==> src/rtl/pool_pkg.sv <==
// -----------------------------------------------------------------------------
// pool_pkg
// Shared types for the pooling stage: the int8 sample type, pooling mode and
// FSM state enums, and the result record carried through the output FIFO.
// Ports: none (package).
// -----------------------------------------------------------------------------
package pool_pkg;

    // Project-wide signed 8-bit sample type.
    typedef logic signed [7:0] int8_t;

    // Coordinate width of a stored result; matches $clog2(512+1) for the
    // default feature-map bound.
    localparam int POOL_COORD_W = 10;

    typedef enum logic {
        POOL_MAX = 1'b0,
        POOL_AVG = 1'b1
    } pool_mode_e;

    typedef enum logic [1:0] {
        IDLE   = 2'd0,
        ACTIVE = 2'd1,
        DRAIN  = 2'd2
    } pool_state_e;

    typedef struct packed {
        logic [POOL_COORD_W-1:0] row;
        logic [POOL_COORD_W-1:0] col;
        int8_t                   data;
    } pool_result_t;

    // Index width that never collapses to zero bits.
    function automatic int idx_width(input int n);
        return (n > 1) ? $clog2(n) : 1;
    endfunction

endpackage

==> src/rtl/pool_out_fifo.sv <==
// -----------------------------------------------------------------------------
// pool_out_fifo
// First-word-fall-through result FIFO. The head entry is visible on head_o
// whenever valid_o is high; pop_i consumes it. A push is refused while full
// (the producer is expected to qualify on count_o anyway).
// Ports:
//   clk, reset        clock, asynchronous active-high reset
//   push_i/push_data_i  write request and payload
//   pop_i             consume head entry
//   valid_o/head_o    head valid and payload (payload reads 0 when empty)
//   count_o           current occupancy
// -----------------------------------------------------------------------------
module pool_out_fifo
    import pool_pkg::*;
#(
    parameter  int DEPTH = 4,
    localparam int PTR_W = idx_width(DEPTH),
    localparam int CNT_W = $clog2(DEPTH + 1)
) (
    input  logic               clk,
    input  logic               reset,
    input  logic               push_i,
    input  pool_result_t       push_data_i,
    input  logic               pop_i,
    output logic               valid_o,
    output pool_result_t       head_o,
    output logic [CNT_W-1:0]   count_o
);

    pool_result_t       mem_q [DEPTH];
    logic [PTR_W-1:0]   wr_ptr_q;
    logic [PTR_W-1:0]   rd_ptr_q;
    logic [CNT_W-1:0]   count_q;
    logic               do_push;
    logic               do_pop;

    assign do_push = push_i && (count_q < CNT_W'(DEPTH));
    assign do_pop  = pop_i && (count_q != '0);

    function automatic logic [PTR_W-1:0] ptr_inc(input logic [PTR_W-1:0] p);
        return (p == PTR_W'(DEPTH - 1)) ? '0 : p + PTR_W'(1);
    endfunction

    // Storage carries no reset; occupancy alone defines what is valid.
    always_ff @(posedge clk) begin
        if (do_push) begin
            mem_q[wr_ptr_q] <= push_data_i;
        end
    end

    always_ff @(posedge clk or posedge reset) begin
        if (reset) begin
            wr_ptr_q <= '0;
            rd_ptr_q <= '0;
            count_q  <= '0;
        end else begin
            if (do_push) begin
                wr_ptr_q <= ptr_inc(wr_ptr_q);
            end
            if (do_pop) begin
                rd_ptr_q <= ptr_inc(rd_ptr_q);
            end
            case ({do_push, do_pop})
                2'b10:   count_q <= count_q + CNT_W'(1);
                2'b01:   count_q <= count_q - CNT_W'(1);
                default: count_q <= count_q;
            endcase
        end
    end

    assign valid_o = (count_q != '0);
    // Gate the head so outputs read zero when nothing is queued.
    assign head_o  = valid_o ? mem_q[rd_ptr_q] : '0;
    assign count_o = count_q;

endmodule

==> src/rtl/pool_engine.sv <==
// -----------------------------------------------------------------------------
// pool_engine
// Collects int8 samples from SA_N lanes into an SA_N x SA_N scratch tile and
// emits one pooled value (max or rounded average) per complete
// FILTER_H x FILTER_W block through a ready/valid FIFO.
// Ports:
//   clk, reset                     clock, asynchronous active-high reset
//   tile_start, mode, pos_row/col  tile launch (sampled only when idle)
//   in_valid/in_row/in_col/in_data per-lane sample input, in_ready shared accept
//   out_valid/out_ready/out_row/out_col/out_data  pooled result stream
//   busy, tile_done                status; tile_done is a one-cycle pulse
//   err_oob, err_ovw               sticky out-of-tile / overwrite flags
// -----------------------------------------------------------------------------
module pool_engine
    import pool_pkg::*;
#(
    parameter int SA_N      = 4,
    parameter int MAX_N     = 512,
    parameter int N_BITS    = $clog2(MAX_N + 1),
    parameter int FILTER_H  = 2,
    parameter int FILTER_W  = 2,
    parameter int OUT_DEPTH = 4
) (
    input  logic              clk,
    input  logic              reset,
    input  logic              tile_start,
    input  logic              mode,
    input  logic [N_BITS-1:0] pos_row,
    input  logic [N_BITS-1:0] pos_col,
    input  logic [SA_N-1:0]   in_valid,
    input  logic [N_BITS-1:0] in_row [SA_N],
    input  logic [N_BITS-1:0] in_col [SA_N],
    input  int8_t             in_data [SA_N],
    output logic              in_ready,
    output logic              out_valid,
    input  logic              out_ready,
    output logic [N_BITS-1:0] out_row,
    output logic [N_BITS-1:0] out_col,
    output int8_t             out_data,
    output logic              busy,
    output logic              tile_done,
    output logic              err_oob,
    output logic              err_ovw
);

    localparam int NCELL  = SA_N * SA_N;
    localparam int CELL_W = idx_width(NCELL);
    localparam int HW     = FILTER_H * FILTER_W;
    localparam int LOG_HW = $clog2(HW);
    localparam int SUM_W  = 8 + LOG_HW;
    localparam int NBC    = SA_N / FILTER_W;
    localparam int NB     = (SA_N / FILTER_H) * NBC;
    localparam int BLK_W  = idx_width(NB);
    localparam int BCNT_W = $clog2(NB + 1);
    localparam int CNT_W  = $clog2(OUT_DEPTH + 1);

    // Control state
    pool_state_e         state_q;
    pool_mode_e          mode_q;
    logic [N_BITS-1:0]   pos_row_q;
    logic [N_BITS-1:0]   pos_col_q;
    logic [BCNT_W-1:0]   blk_cnt_q;
    logic                tile_done_q;
    logic                err_oob_q;
    logic                err_ovw_q;

    // Scratch tile
    logic [NCELL-1:0]    valid_map_q;
    logic [NCELL-1:0]    valid_map_d;
    int8_t               cell_data_q [NCELL];

    // Write decode
    logic [N_BITS-1:0]   dr [SA_N];
    logic [N_BITS-1:0]   dc [SA_N];
    logic [SA_N-1:0]     lane_in_tile;
    logic [CELL_W-1:0]   lane_cell [SA_N];
    logic [NCELL-1:0]    wr_en;
    int8_t               wr_data [NCELL];
    logic                oob_hit;
    logic                ovw_hit;

    // Block scan / reduction
    logic [NB*HW-1:0]    blk_valid_flat;
    int8_t               blk_vals [NB*HW];
    logic [NB-1:0]       blk_full;
    logic [N_BITS-1:0]   blk_row_off [NB];
    logic [N_BITS-1:0]   blk_col_off [NB];
    logic                found;
    logic [BLK_W-1:0]    sel_blk;
    int                  sel_base;
    int8_t               max_v;
    logic signed [SUM_W-1:0] sum_v;
    logic signed [SUM_W-1:0] avg_full;
    int8_t               pool_val;
    logic [NCELL-1:0]    cell_clr;

    // FIFO interface
    logic                push;
    pool_result_t        push_res;
    logic                fifo_valid;
    pool_result_t        fifo_head;
    logic [CNT_W-1:0]    fifo_count;
    logic                pop;

    assign in_ready = (state_q == ACTIVE) && (fifo_count < CNT_W'(OUT_DEPTH));
    assign pop      = fifo_valid && out_ready;

    // -------------------------------------------------------------------------
    // Per-lane offset into the tile. The subtraction wraps at N_BITS, so a
    // sample below the base becomes a large offset and is rejected as OOB.
    // -------------------------------------------------------------------------
    genvar gi, gj;
    generate
        for (gi = 0; gi < SA_N; gi++) begin : g_lane
            assign dr[gi] = in_row[gi] - pos_row_q;
            assign dc[gi] = in_col[gi] - pos_col_q;
            assign lane_in_tile[gi] = (dr[gi] < N_BITS'(SA_N)) && (dc[gi] < N_BITS'(SA_N));
            assign lane_cell[gi] = CELL_W'(dr[gi]) * CELL_W'(SA_N) + CELL_W'(dc[gi]);
        end
    endgenerate

    // Higher-numbered lanes win if two lanes target the same cell.
    always_comb begin
        wr_en   = '0;
        oob_hit = 1'b0;
        ovw_hit = 1'b0;
        for (int c = 0; c < NCELL; c++) begin
            wr_data[c] = cell_data_q[c];
        end
        for (int i = 0; i < SA_N; i++) begin
            if (in_valid[i] && in_ready) begin
                if (lane_in_tile[i]) begin
                    wr_en[lane_cell[i]]   = 1'b1;
                    wr_data[lane_cell[i]] = in_data[i];
                    if (valid_map_q[lane_cell[i]]) begin
                        ovw_hit = 1'b1;
                    end
                end else begin
                    oob_hit = 1'b1;
                end
            end
        end
    end

    // -------------------------------------------------------------------------
    // Block geometry: gather each block's valid bits and samples. Block index
    // is row-major over the tile, so the lowest full index is the scan winner.
    // -------------------------------------------------------------------------
    generate
        for (gi = 0; gi < NB; gi++) begin : g_blk
            localparam int BR = gi / NBC;
            localparam int BC = gi % NBC;
            for (gj = 0; gj < HW; gj++) begin : g_cell
                localparam int CELL = (BR * FILTER_H + gj / FILTER_W) * SA_N
                                      + BC * FILTER_W + gj % FILTER_W;
                assign blk_valid_flat[gi*HW + gj] = valid_map_q[CELL];
                assign blk_vals[gi*HW + gj]       = cell_data_q[CELL];
            end
            assign blk_full[gi]    = &blk_valid_flat[gi*HW +: HW];
            assign blk_row_off[gi] = N_BITS'(BR * FILTER_H);
            assign blk_col_off[gi] = N_BITS'(BC * FILTER_W);
        end
    endgenerate

    always_comb begin
        found   = 1'b0;
        sel_blk = '0;
        for (int b = NB - 1; b >= 0; b--) begin
            if (blk_full[b]) begin
                found   = 1'b1;
                sel_blk = BLK_W'(b);
            end
        end
    end

    // Reduction over the selected block. The average adds half the window
    // before the arithmetic shift, giving round-half-up on the signed sum.
    always_comb begin
        sel_base = int'(sel_blk) * HW;
        max_v    = blk_vals[sel_base];
        sum_v    = '0;
        for (int k = 0; k < HW; k++) begin
            if (blk_vals[sel_base + k] > max_v) begin
                max_v = blk_vals[sel_base + k];
            end
            sum_v = sum_v + SUM_W'(blk_vals[sel_base + k]);
        end
        avg_full = (sum_v + SUM_W'(HW / 2)) >>> LOG_HW;
        pool_val = (mode_q == POOL_AVG) ? int8_t'(avg_full[7:0]) : max_v;
    end

    // Push only on occupancy sampled at cycle start; a same-cycle pop does
    // not make room for this cycle's push.
    assign push = (state_q == ACTIVE) && found && (fifo_count < CNT_W'(OUT_DEPTH));

    always_comb begin
        push_res.row  = POOL_COORD_W'(pos_row_q + blk_row_off[sel_blk]);
        push_res.col  = POOL_COORD_W'(pos_col_q + blk_col_off[sel_blk]);
        push_res.data = pool_val;
    end

    generate
        for (gi = 0; gi < NCELL; gi++) begin : g_clr
            localparam int CB = ((gi / SA_N) / FILTER_H) * NBC + (gi % SA_N) / FILTER_W;
            assign cell_clr[gi] = push && (sel_blk == BLK_W'(CB));
        end
    endgenerate

    // A write landing on a cell being cleared this cycle keeps it valid.
    always_comb begin
        if ((state_q == IDLE) && tile_start) begin
            valid_map_d = '0;
        end else begin
            valid_map_d = (valid_map_q & ~cell_clr) | wr_en;
        end
    end

    always_ff @(posedge clk or posedge reset) begin
        if (reset) begin
            valid_map_q <= '0;
        end else begin
            valid_map_q <= valid_map_d;
        end
    end

    always_ff @(posedge clk) begin
        for (int c = 0; c < NCELL; c++) begin
            if (wr_en[c]) begin
                cell_data_q[c] <= wr_data[c];
            end
        end
    end

    // -------------------------------------------------------------------------
    // Tile FSM with registered status outputs.
    // -------------------------------------------------------------------------
    always_ff @(posedge clk or posedge reset) begin
        if (reset) begin
            state_q     <= IDLE;
            mode_q      <= POOL_MAX;
            pos_row_q   <= '0;
            pos_col_q   <= '0;
            blk_cnt_q   <= '0;
            tile_done_q <= 1'b0;
            err_oob_q   <= 1'b0;
            err_ovw_q   <= 1'b0;
        end else begin
            tile_done_q <= 1'b0;
            if (oob_hit) begin
                err_oob_q <= 1'b1;
            end
            if (ovw_hit) begin
                err_ovw_q <= 1'b1;
            end
            case (state_q)
                IDLE: begin
                    if (tile_start) begin
                        mode_q    <= pool_mode_e'(mode);
                        pos_row_q <= pos_row;
                        pos_col_q <= pos_col;
                        blk_cnt_q <= '0;
                        state_q   <= ACTIVE;
                    end
                end
                ACTIVE: begin
                    if (push) begin
                        blk_cnt_q <= blk_cnt_q + BCNT_W'(1);
                        if (blk_cnt_q == BCNT_W'(NB - 1)) begin
                            state_q <= DRAIN;
                        end
                    end
                end
                DRAIN: begin
                    if (fifo_count == '0) begin
                        state_q     <= IDLE;
                        tile_done_q <= 1'b1;
                    end
                end
                default: state_q <= IDLE;
            endcase
        end
    end

    pool_out_fifo #(
        .DEPTH (OUT_DEPTH)
    ) u_fifo (
        .clk         (clk),
        .reset       (reset),
        .push_i      (push),
        .push_data_i (push_res),
        .pop_i       (pop),
        .valid_o     (fifo_valid),
        .head_o      (fifo_head),
        .count_o     (fifo_count)
    );

    assign out_valid = fifo_valid;
    assign out_row   = N_BITS'(fifo_head.row);
    assign out_col   = N_BITS'(fifo_head.col);
    assign out_data  = fifo_head.data;
    assign busy      = (state_q != IDLE);
    assign tile_done = tile_done_q;
    assign err_oob   = err_oob_q;
    assign err_ovw   = err_ovw_q;

endmodule

==> config.mk <==
export PLATFORM = sky130hd
export DESIGN_NAME = pool_engine
export DESIGN_NICKNAME = d
export VERILOG_FILES = /design/src/rtl/pool_pkg.sv /design/src/rtl/pool_out_fifo.sv /design/src/rtl/pool_engine.sv
export SDC_FILE = /design/constraint.sdc
export NUM_CORES = 1
export LEC_CHECK = 0
export CAP_MARGIN = 10
export CORE_MARGIN = 4
export CORE_UTILIZATION = 30
export DETAILED_ROUTE_END_ITERATION = 8
export DONT_BUFFER_PORTS = 1
export SYNTH_ARGS = -nofsm -noshare
export SYNTH_HDL_FRONTEND = slang
export SYNTH_SLANG_ARGS = --single-unit
==> constraint.sdc <==
create_clock -name clk -period 8.04 [get_ports clk]
set_clock_uncertainty 0.15 [all_clocks]
set_input_delay 2.01 -clock clk [delete_from_list [all_inputs] [get_ports clk]]
set_output_delay 2.01 -clock clk [all_outputs]
set_load 0.02 [all_outputs]
# ---- Word level (Yosys, flattened, before mapping)
# Memory sizes are Yosys's and may differ from the RTL's.
# Index checks and enable logic that the tools add are counted.
dict set report word_totals {
  reg_bits 52
  latchBits 0
  ram_bits 240
  romBits 0
  out_inout_bits 34
  word_cells 286
  memories 2
}
# memory words width rd rd_ports_with_merged_regs write_ports line_no
set memory_table {}
lappend memory_table {cell_data_q 16 8 16 0 16 pool_engine.sv:70} ;# int8_t cell_data_q [NCELL];
lappend memory_table {u_fifo.mem_q 4 28 1 0 1 pool_out_fifo.sv:30} ;# pool_result_t mem_q [DEPTH];
dict set report classes {
  addsub 26
  n_mul 0
  n_div 0
  n_lt_le_gt_ge 33
  eq_ne 14
  shifts 0
  n_mux 143
  bitwise 15
  n_reduce_logical 41
}
# cell count
set op_table {}
lappend op_table {{128-bit 2-to-1 mux} 8}
lappend op_table {{128-bit bitwise mux} 4}
lappend op_table {{16-bit 2-to-1 mux} 9}
lappend op_table {{8-bit binary-select mux with 4-bit select} 4}
lappend op_table {{8-bit demux with 4-bit select} 4}
lappend op_table {{32-bit by 5-bit >= comparator with 1-bit output, second input constant} 4}
lappend op_table {{8-bit 2-to-1 mux} 16}
lappend op_table {{5-bit NOT with 32-bit output} 3}
lappend op_table {{10-bit by 3-bit less-than comparator with 1-bit output, second input constant} 8}
lappend op_table {{10-bit subtractor} 8}
lappend op_table {{1-bit 2-to-1 mux} 68}
lappend op_table {{16-bit OR} 4}
lappend op_table {{10-bit binary-select mux with 2-bit select} 2}
lappend op_table {{10-bit 2-to-1 mux} 4}
lappend op_table {{4-bit NOT with 32-bit output} 1}
lappend op_table {{28-bit 2-to-1 mux} 1}
lappend op_table {{1-bit logical AND} 27}
lappend op_table {{8-bit > comparator} 3}
lappend op_table {{10-bit adder} 2}
lappend op_table {{5-bit >= comparator, second input constant} 4}
lappend op_table {{4-bit by 5-bit less-than comparator with 1-bit output, second input constant} 4}
lappend op_table {{5-bit by 1-bit less-than comparator with 1-bit output, second input constant} 4}
lappend op_table {{2-bit 2-to-1 mux} 10}
lappend op_table {{4-bit NOT with 5-bit output} 4}
lappend op_table {{33 further kinds} 66}

# ---- Depth between registers and ports, before layout
# Gate-level depths: netlist of run 1.
dict set report depth {
  depth_word 19
  ltp_mapped 37
  ltp_nobuf 32
}

# ---- Hierarchy
# From an unflattened synthesis of run 1, not the netlist that was laid out.
dict set report unflattened {
  hier_cells 2528
  area_unflattened_um2 24972.7
}
# module instances cells_each area_per_inst_um2 seq_area_each_um2
set modules_own_cells {}
lappend modules_own_cells {pool_engine 1 2309 20284.5 4969.8}
lappend modules_own_cells {pool_out_fifo 1 219 4688.2 3538.4}

# ---- Least setup slack after synthesis of run 1
# OpenSTA, ideal clock, no wires.
dict set report synth_path {
  path_kind {register -> register}
  startpoint {register valid_map_q[1]}
  endpoint {memory u_fifo.mem_q[0][6] in the netlist's numbering (data pin)}
  t_arrival_ns 7.273
  t_required_ns 7.673
  path_slack_ns 0.400
  path_stages_with_launch 33
  path_buffers 7
  synth_period_minus_slack_ns 7.640
  path_cell_list {dfrtp_1 -> and4_1 -> clkbuf_1 -> a211oi_2 -> clkbuf_1 -> clkbuf_1 -> buf_2 -> a21oi_1 -> ha_1 -> nand2_1 -> o21bai_1 -> a21o_1 -> a21boi_0 -> clkbuf_1 -> mux2_2 -> ha_1 -> maj3_1 -> maj3_1 -> a21boi_0 -> buf_2 -> mux2i_1 -> ha_1 -> nor2b_1 -> o21a_1 -> o21a_1 -> o21a_1 -> o21a_1 -> o21ai_0 -> a31oi_1 -> clkbuf_1 -> nor2_1 -> mux2i_1 -> a211oi_1}
}
dict set report synth_between {
  elab_chain_cells 14
  elab_cells_between_ends 32
  classes_between {add/sub: 7; order compare: 3; mux: 17; bitwise: 4; reduce/logical: 1}
}
# element line_no
set synth_rtl {}
lappend synth_rtl {{start: declaration} pool_engine.sv:68} ;# logic [NCELL-1:0] valid_map_q;
lappend synth_rtl {{start signal: assignment} pool_engine.sv:222} ;# valid_map_q <= valid_map_d;
lappend synth_rtl {{4-bit AND reduction *} pool_engine.sv:159} ;# assign blk_full[gi] = &blk_valid_flat[gi*HW +: HW];
lappend synth_rtl {{2-bit 2-to-1 mux *} pool_engine.sv:169} ;# if (blk_full[b]) begin
lappend synth_rtl {{branches (longest 11 deep; another with 9-bit by 8-bit adder with 10-bit output)} -}
lappend synth_rtl {{8-bit 2-to-1 mux *} pool_engine.sv:189} ;# pool_val = (mode_q == POOL_AVG) ? int8_t'(avg_full[7:0]) : max_v;
lappend synth_rtl {{via pool_val[6]} pool_engine.sv:94} ;# int8_t pool_val;
lappend synth_rtl {{end: declaration} pool_out_fifo.sv:30}
# Mark *: on every way through the listed nets, which the timed path passes. The select of a mux whose other input is x is not followed.

# ---- Worst setup path after layout of run 1
dict set report layout_path {
  startpoint {register valid_map_q[2]}
  endpoint {memory u_fifo.mem_q[3][7] in the netlist's numbering (data pin)}
}
dict set report layout_between {
  elab_chain_cells 15
  elab_cells_between_ends 33
  classes_between {add/sub: 7; order compare: 3; mux: 18; bitwise: 4; reduce/logical: 1}
}
# element line_no
set layout_rtl {}
lappend layout_rtl {{4-bit AND reduction *} pool_engine.sv:159}
lappend layout_rtl {{2-bit 2-to-1 mux * (2 in a row)} pool_engine.sv:169}
lappend layout_rtl {{branches (longest 11 deep; another with 9-bit by 8-bit adder with 10-bit output)} -}
lappend layout_rtl {{8-bit 2-to-1 mux *} pool_engine.sv:189}
lappend layout_rtl {{via pool_val[7]} pool_engine.sv:94}
# Marked as above.

==> reports/metrics.cfg, run 1 <==
[power_and_ir_drop]
internal-power_w=0.00377
power.density_cell_area_nw_per_um2=251
ir_worst_vdd_mv=0.211
power.switching_w=0.00313
pwr-share-comb_pct=49.7
netSwitchingFraction_pct=45.4
power_frac_clock_pct=23.5
seq_power_share_pct=26.8
power_leakage_nw=9.45

[floorplanning]
dieArea_um2=88300
top_level_ports=175
core_um2=82500
initial_core_utilization_pct=30.4
number_of_rows_created_at_floorplan=105
die-width_um=297
fp.dieH_um=297

[logic_synthesis]
synth_area_per_cell_um2=9.43
async_flop_share_pct=17.8
synthesized_area_um2=25100
synth_top_cell_by_area=edfxtp_1
synth_edf_count=240
yosysWarnings=0
synth_flop_cell=edfxtp_1
yosys.cell_count.top_type=o21ai_0
synth_cell_types=89
netlist_top_cells_area=edfxtp_1 (29%), ha_1 (6.0%), dfrtp_1 (5.2%), o21ai_0 (5.1%), mux2i_1 (4.6%)
synth.top_cell.area_share_pct=28.7
synth_seq_area_share_pct=33.9
postSynthCellCount=2661
synthesis.nets=2947
synthTopCellsByCount=o21ai_0 (257), edfxtp_1 (240), nand2_1 (199)
number_of_flip_flops_and_latches_in_the_synthesized_netlist=292

[timing]
finalWorstSetupSlack_ns=0.446
achievable-frequency_mhz=132
final-max-slew-violation-count=0
setup_viol=0
worst_slew_pin_slew_ns=1.20
slew-limit-headroom_pct=19.6
fin_crit_share_pct=94.4
final.setup.tns_ns=0
unrepaired_setup_endpoints_after_global_routing=false
timing_hold_violations_final=0
final_period_minus_worst_setup_slack_ns=7.59

[clock_network]
cts.sink_count=292
ctsHoldBuffers=0
clk-insertion-delay-late_ns=0.58
largest_buffer_count_on_any_clock_path=3
cts_tree=yes
clkSlewWorstSetupHoldPaths_ns=0.06
cts-root-buf=clkbuf_16
numCtsBuffers=37
maximum_level_of_the_cts_h_tree=2

[global_routing]
grt_start_max_net_pins=114
grt_pass1_wl_mm=149
track_usage_pct=22.3
grt_remaining_overflow=0
first_global_vias=21545
antenna_found_initial=10

[placement]
dp.final_hpwl_mm=77.0
io_buffers=0
gpl.final_weighted_congestion=1.05
dpl-instance-area_um2=26300
pre_cts_ws_ns=0.00876

[finish]
seq_area_um2=8510
syn_to_final_growth_pct=9.69
drive_gt1_share_pct=11.9
layout.nets=2877
layout.cell_area.non_filler_um2=27500
finish.utilization_pct=33.4
final.fill_count=8493
multi_input_area_um2=15600

[setup_path]
worst_ep_required_time_ns=8.25
path_class=flop to flop
worst_path_max_delay_cell=dfrtp_1
worst_r2r_startpoint=valid_map_q[2]
critPathMaxStageDelay_ns=0.44
timing.critical_path.to=u_fifo.mem_q[3][7]
r2r_setup_slack_ns=0.45
timing.rr.end=u_fifo.mem_q[3][7]
setup.worst_path.start=valid_map_q[2]
reg2regPathDepth=28
cp_common_cell=o21a_1
crit_arrival_ns=7.80
worstPathMaxFanout=26
element_type_at_the_critical_path_start=flop
critPathCaptureType=flop

[detailed_routing]
vias=23022
wl_per_cell_um=28.2
drt.antenna.violating_nets=0
drt_drc_violations_left=0
drtIter0Drc=3508
post_dr_vias_cell=6.23
wirelength_mm=104
firstDrtPassIters=6

[worst_hold_path]
hold_path_depth=1
min-delay-path-class=flop to flop

[flow_run]
timing.max_cap.violations=0

[status]
outcome=finished clean

cell usage in the layout (no fill, tap or decap), types with 65 or more instances in the layout:
| master | n |
|---|---|
| nor2_1 | 132 |
| mux2i_1 | 116 |
| a21o_1 | 69 |
| inv_1 | 113 |
| a21oi_1 | 194 |
| nor3_1 | 65 |
| o21ai_0 | 248 |
| mux2_2 | 76 |
| nand2_1 | 199 |
| edfxtp_1 | 240 |
| ha_1 | 120 |
sequential cells by signal (all words and copies together), names as in the netlist:
| register | cells |
|---|---|
| u_fifo.wr_ptr_q | 2 |
| u_fifo.mem_q | 112 |
| tile_done | 1 |
| u_fifo.rd_ptr_q | 2 |
| err_ovw | 1 |
| pos_row_q | 10 |
| blk_cnt_q | 3 |
| mode_q | 1 |
| u_fifo.count_o | 3 |
| pos_col_q | 10 |
| err_oob | 1 |
| cell_data_q | 128 |
| valid_map_q | 16 |
| state_q | 2 |
per-stage QoR:
step	hold WS [ns]	std cells	total power (W)
floorplan	0.305	2661	0.00424
CTS	0.351	3681	0.00682
global route	0.357	3691	0.00720
detailed placement	0.343	3614	0.00519
global placement	0.324	3614	0.00518
finish	0.339	3694	0.00690
cell families after synthesis:
family / synth area share (%)
adder cells (fa/ha/maj): 8.06
AND/OR/NAND/NOR: 15.3
XOR/XNOR: 2.52
buffers and inverters: 4.38
multiplexers: 12.3
flip-flops: 33.9
AO/OA/AOI/OAI: 23.5
worst max-delay path, delay by kind of cell (launching register included):
kind	cells	cell delay, ns
DFF	1	0.44
and+or+nand+nor	2	0.72
buffers and inverters	5	0.94
AOI/OAI and AO/OA	13	2.70
muxes	3	1.01
adders and majority gates	5	1.40
per-layer routing:
metal	GRT usage (%)	part of all wire [%]	up-vias
met5	0	0.057	-
met4	8.61	4.5	8
met3	6.38	13	329
met2	34.2	43	1550
met1	29.8	39	11086
li1	-	-	10049
power groups by stage:
stage	Sequential [W]	Combinational, W	Clock (W)
after floorplan	0.00182	0.00242	0
after global placement	0.00187	0.00331	0
after detailed placement	0.00187	0.00332	0
after CTS	0.00184	0.00334	0.00164
after global routing	0.00185	0.00364	0.00170
final	0.00185	0.00343	0.00162
worst min path at each step:
stage	startpoint	endpoint
after detailed placement	u_fifo.count_o[2]	u_fifo.count_o[2]
after CTS	u_fifo.count_o[2]	u_fifo.count_o[2]
after global routing	u_fifo.count_o[2]	u_fifo.count_o[2]
after global placement	u_fifo.count_o[2]	u_fifo.count_o[2]
after floorplan	u_fifo.count_o[2]	u_fifo.count_o[2]
final	u_fifo.count_o[2]	u_fifo.count_o[2]
area by class of cell:
| cell class | count | share of cell area [%] |
|---|---|---|
| Timing Repair Buffer | 63 | 1.92 |
| Antenna cell | 5 | 0.0455 |
| Inverter | 115 | 1.57 |
| Clock buffer | 46 | 3.49 |
| Tap cell | 1070 | 4.86 |
| Multi-Input combinational cell | 2082 | 56.5 |
| Sequential cell | 292 | 30.9 |
| Clock inverter | 21 | 0.682 |
timing repair:
action,4_1_cts,5_1_grt
hold endpoints to repair,0,0
buffers inserted,0,7
gates cloned,0,1
gates resized for setup,1,15
pin swaps,0,3
setup endpoints to repair,4,32
No activity file was read; power rests on OpenSTA's default activity.
==> inputs of run 2 (changes only) <==
--- a/config.mk
+++ b/config.mk
@@ -9,7 +9,7 @@
 export CORE_MARGIN = 4
 export CORE_UTILIZATION = 30
 export DETAILED_ROUTE_END_ITERATION = 8
-export DONT_BUFFER_PORTS = 1
+export RECOVER_POWER = 50
 export SYNTH_ARGS = -nofsm -noshare
 export SYNTH_HDL_FRONTEND = slang
 export SYNTH_SLANG_ARGS = --single-unit
==> run 2 against run 1 <==
  * Power is 6.3% higher
  * Final cell count is 5.7% higher
  * Core utilization is 2.6 points higher
  * Register-to-register slack better by 0.17 ns
  * Largest cell class unchanged
  * Sequential share of layout area is 2.2 points lower
  * Routed wire length is 0.85% higher
  * First-iteration DRC count is 5.8% lower
==> reports/metrics.cfg, run 2 (synthesized netlist as in run 1, its figures left out) <==
[setup_path]
element_type_at_the_critical_path_start=flop  ; unchanged
cp_num_buf_inv=8  ; was 5
setup.worst_path.start=valid_map_q[8]  ; was valid_map_q[2]
timing.rr.end=u_fifo.mem_q[3][5]  ; was u_fifo.mem_q[3][7]
worst_r2r_startpoint=valid_map_q[8]  ; was valid_map_q[2]
r2r_setup_slack_ns=0.62  ; was 0.45 ns
critPathCaptureType=flop  ; unchanged
worstPathMaxFanout=13  ; was 26
worst_ep_required_time_ns=8.23  ; was 8.25 ns
path_class=flop to flop  ; unchanged
cp_common_cell=buf_4  ; was o21a_1
reg2regPathDepth=33  ; was 28
crit_arrival_ns=7.61  ; was 7.80 ns
critPathMaxStageDelay_ns=0.47  ; was 0.44 ns
timing.critical_path.max_delay_family=compound AO/OA/AOI/OAI gates  ; unchanged
worst_path_max_delay_cell=dfrtp_1  ; unchanged

[global_routing]
antenna_found_initial=5  ; was 10
grt_pass1_wl_mm=153  ; was 149 mm
grt_remaining_overflow=0  ; unchanged
track_usage_pct=22.7  ; was 22.3%
grt_start_max_net_pins=94  ; was 114
first_global_vias=22615  ; was 21,545

[worst_hold_path]
hold_path_depth=1  ; unchanged
holdPathEnd=u_fifo.count_o[2]  ; unchanged
worst_hold_startpoint=u_fifo.count_o[2]  ; unchanged
min-delay-path-class=flop to flop  ; unchanged

[placement]
pre_cts_ws_ns=0.0918  ; was 0.00876 ns
dpl-instance-area_um2=28300  ; was 26,300 um2
gpl.final_weighted_congestion=1.04  ; was 1.05
dp.final_hpwl_mm=77.6  ; was 77.0 mm
io_buffers=174  ; was 0

[clock_network]
clk-insertion-delay-late_ns=0.58  ; about the same
ctsHoldBuffers=0  ; unchanged
maximum_level_of_the_cts_h_tree=2  ; unchanged
largest_buffer_count_on_any_clock_path=3  ; unchanged
cts_tree=yes  ; unchanged
clkSlewWorstSetupHoldPaths_ns=0.06  ; about the same
numCtsBuffers=37  ; unchanged
cts-root-buf=clkbuf_16  ; unchanged
cts.sink_count=292  ; unchanged

[finish]
largest_register_ffs=128  ; unchanged
layout.cell_area.non_filler_um2=29700  ; was 27,500 um2
registers.top_by_ff_count=cell_data_q  ; unchanged
drive_gt1_share_pct=12.5  ; was 11.9%
syn_to_final_growth_pct=18.2  ; was 9.69%
layout_common_cells=o21ai_0 (251), edfxtp_1 (240), nand2_1 (199)  ; was o21ai_0 (248), edfxtp_1 (240), nand2_1 (199)
layout.nets=3091  ; was 2,877
reg.largest.list=cell_data_q: 128 flops, u_fifo.mem_q: 112 flops, valid_map_q: 16 flops  ; unchanged
commonest_non_fill_non_tap_cell_in_the_layout=o21ai_0  ; unchanged
finish.utilization_pct=36.0  ; was 33.4%
final.fill_count=8342  ; was 8,493

[floorplanning]
top_level_ports=175  ; unchanged
initial_core_utilization_pct=30.4  ; unchanged
die-width_um=297  ; unchanged
core_um2=82500  ; unchanged
fp.dieH_um=297  ; unchanged
number_of_rows_created_at_floorplan=105  ; unchanged
dieArea_um2=88300  ; unchanged

[timing]
worst_slew_pin_slew_ns=1.36  ; was 1.20 ns
final_period_minus_worst_setup_slack_ns=7.42  ; was 7.59 ns
final.setup.tns_ns=0  ; unchanged
achievable-frequency_mhz=135  ; was 132 MHz
fin_crit_share_pct=92.3  ; was 94.4%
setup_viol=0  ; unchanged
final-max-slew-violation-count=0  ; unchanged
finalWorstSetupSlack_ns=0.620  ; was 0.446 ns
timing_hold_violations_final=0  ; unchanged
slew-limit-headroom_pct=8.93  ; was 19.6%

[status]
outcome=finished clean  ; unchanged

[detailed_routing]
route.met3.wl_mm=12.2  ; was 13.1 mm
drt.antenna.violating_nets=0  ; unchanged
highest_metal_layer_with_signal_wires=met5  ; unchanged
met2WireLength_mm=46.0  ; was 45.2 mm
drtIter0Drc=3305  ; was 3,508
post_dr_vias_cell=6.05  ; was 6.23
vias=23613  ; was 23,022
firstDrtPassIters=6  ; unchanged
routedLengthMet1_mm=42.2  ; was 41.0 mm
drt_drc_violations_left=0  ; unchanged
wirelength_mm=105  ; was 104 mm
wl_per_cell_um=26.9  ; was 28.2 um

[power_and_ir_drop]
ir_worst_vdd_mv=0.135  ; was 0.211 mV
pwr_total_w=0.00733  ; was 0.00690 W
power_leakage_nw=10.4  ; was 9.45 nW
power.density_cell_area_nw_per_um2=247  ; was 251 nW/um2

[flow_run]
timing.max_cap.violations=0  ; unchanged

## run 2: worst max path at each step
stage	end	cells past startpoint	slack, ns
detailed placement	u_fifo.mem_q[0][5]	34	0.09
global route	u_fifo.mem_q[1][2]	33	-0.006
global placement	u_fifo.mem_q[0][4]	34	0.33
CTS	u_fifo.mem_q[0][5]	34	0.05
finish	u_fifo.mem_q[3][5]	33	0.62
floorplan	u_fifo.mem_q[0][6]	32	0.40
## run 2: power by group
part | leakage, nW | switching, W | total (W) | internal, W
clock | 0.621 | 0.000726 | 0.00180 | 0.00108
combinational | 6.95 | 0.00233 | 0.00364 | 0.00131
sequential | 2.81 | 0.000156 | 0.00190 | 0.00174
## run 2: area by class of cell
cell class                      count  area (um2)  area share [%]
Clock buffer                       45         986            3.32
Timing Repair Buffer              277        2550            8.59
Multi-Input combinational cell   2082       15500            52.4
Clock inverter                     22         299            1.01
Inverter                          115         432            1.46
Sequential cell                   292        8510            28.7
Antenna cell                        3        7.51          0.0253
Tap cell                         1070        1340            4.51
## run 2: metrics by stage
| step | cells | hold WS, ns |
|---|---|---|
| after global routing | 3904 | 0.372 |
| after floorplan | 2661 | 0.305 |
| final | 3906 | 0.352 |
| after detailed placement | 3828 | 0.343 |
| after global placement | 3828 | 0.333 |
| after CTS | 3895 | 0.351 |
## run 2: layer usage
layer  vias up  GRT usage (%)
met5         -          0.162
met4         4           8.74
met3       278           6.06
met2      1439           35.1
met1     11381           30.3
li1      10511              -
## run 2: repair_timing
item | in CTS | in global routing
gates resized for setup | 0 | 8
buffers inserted | 0 | 7
endpoints found under the setup margin | 0 | 32
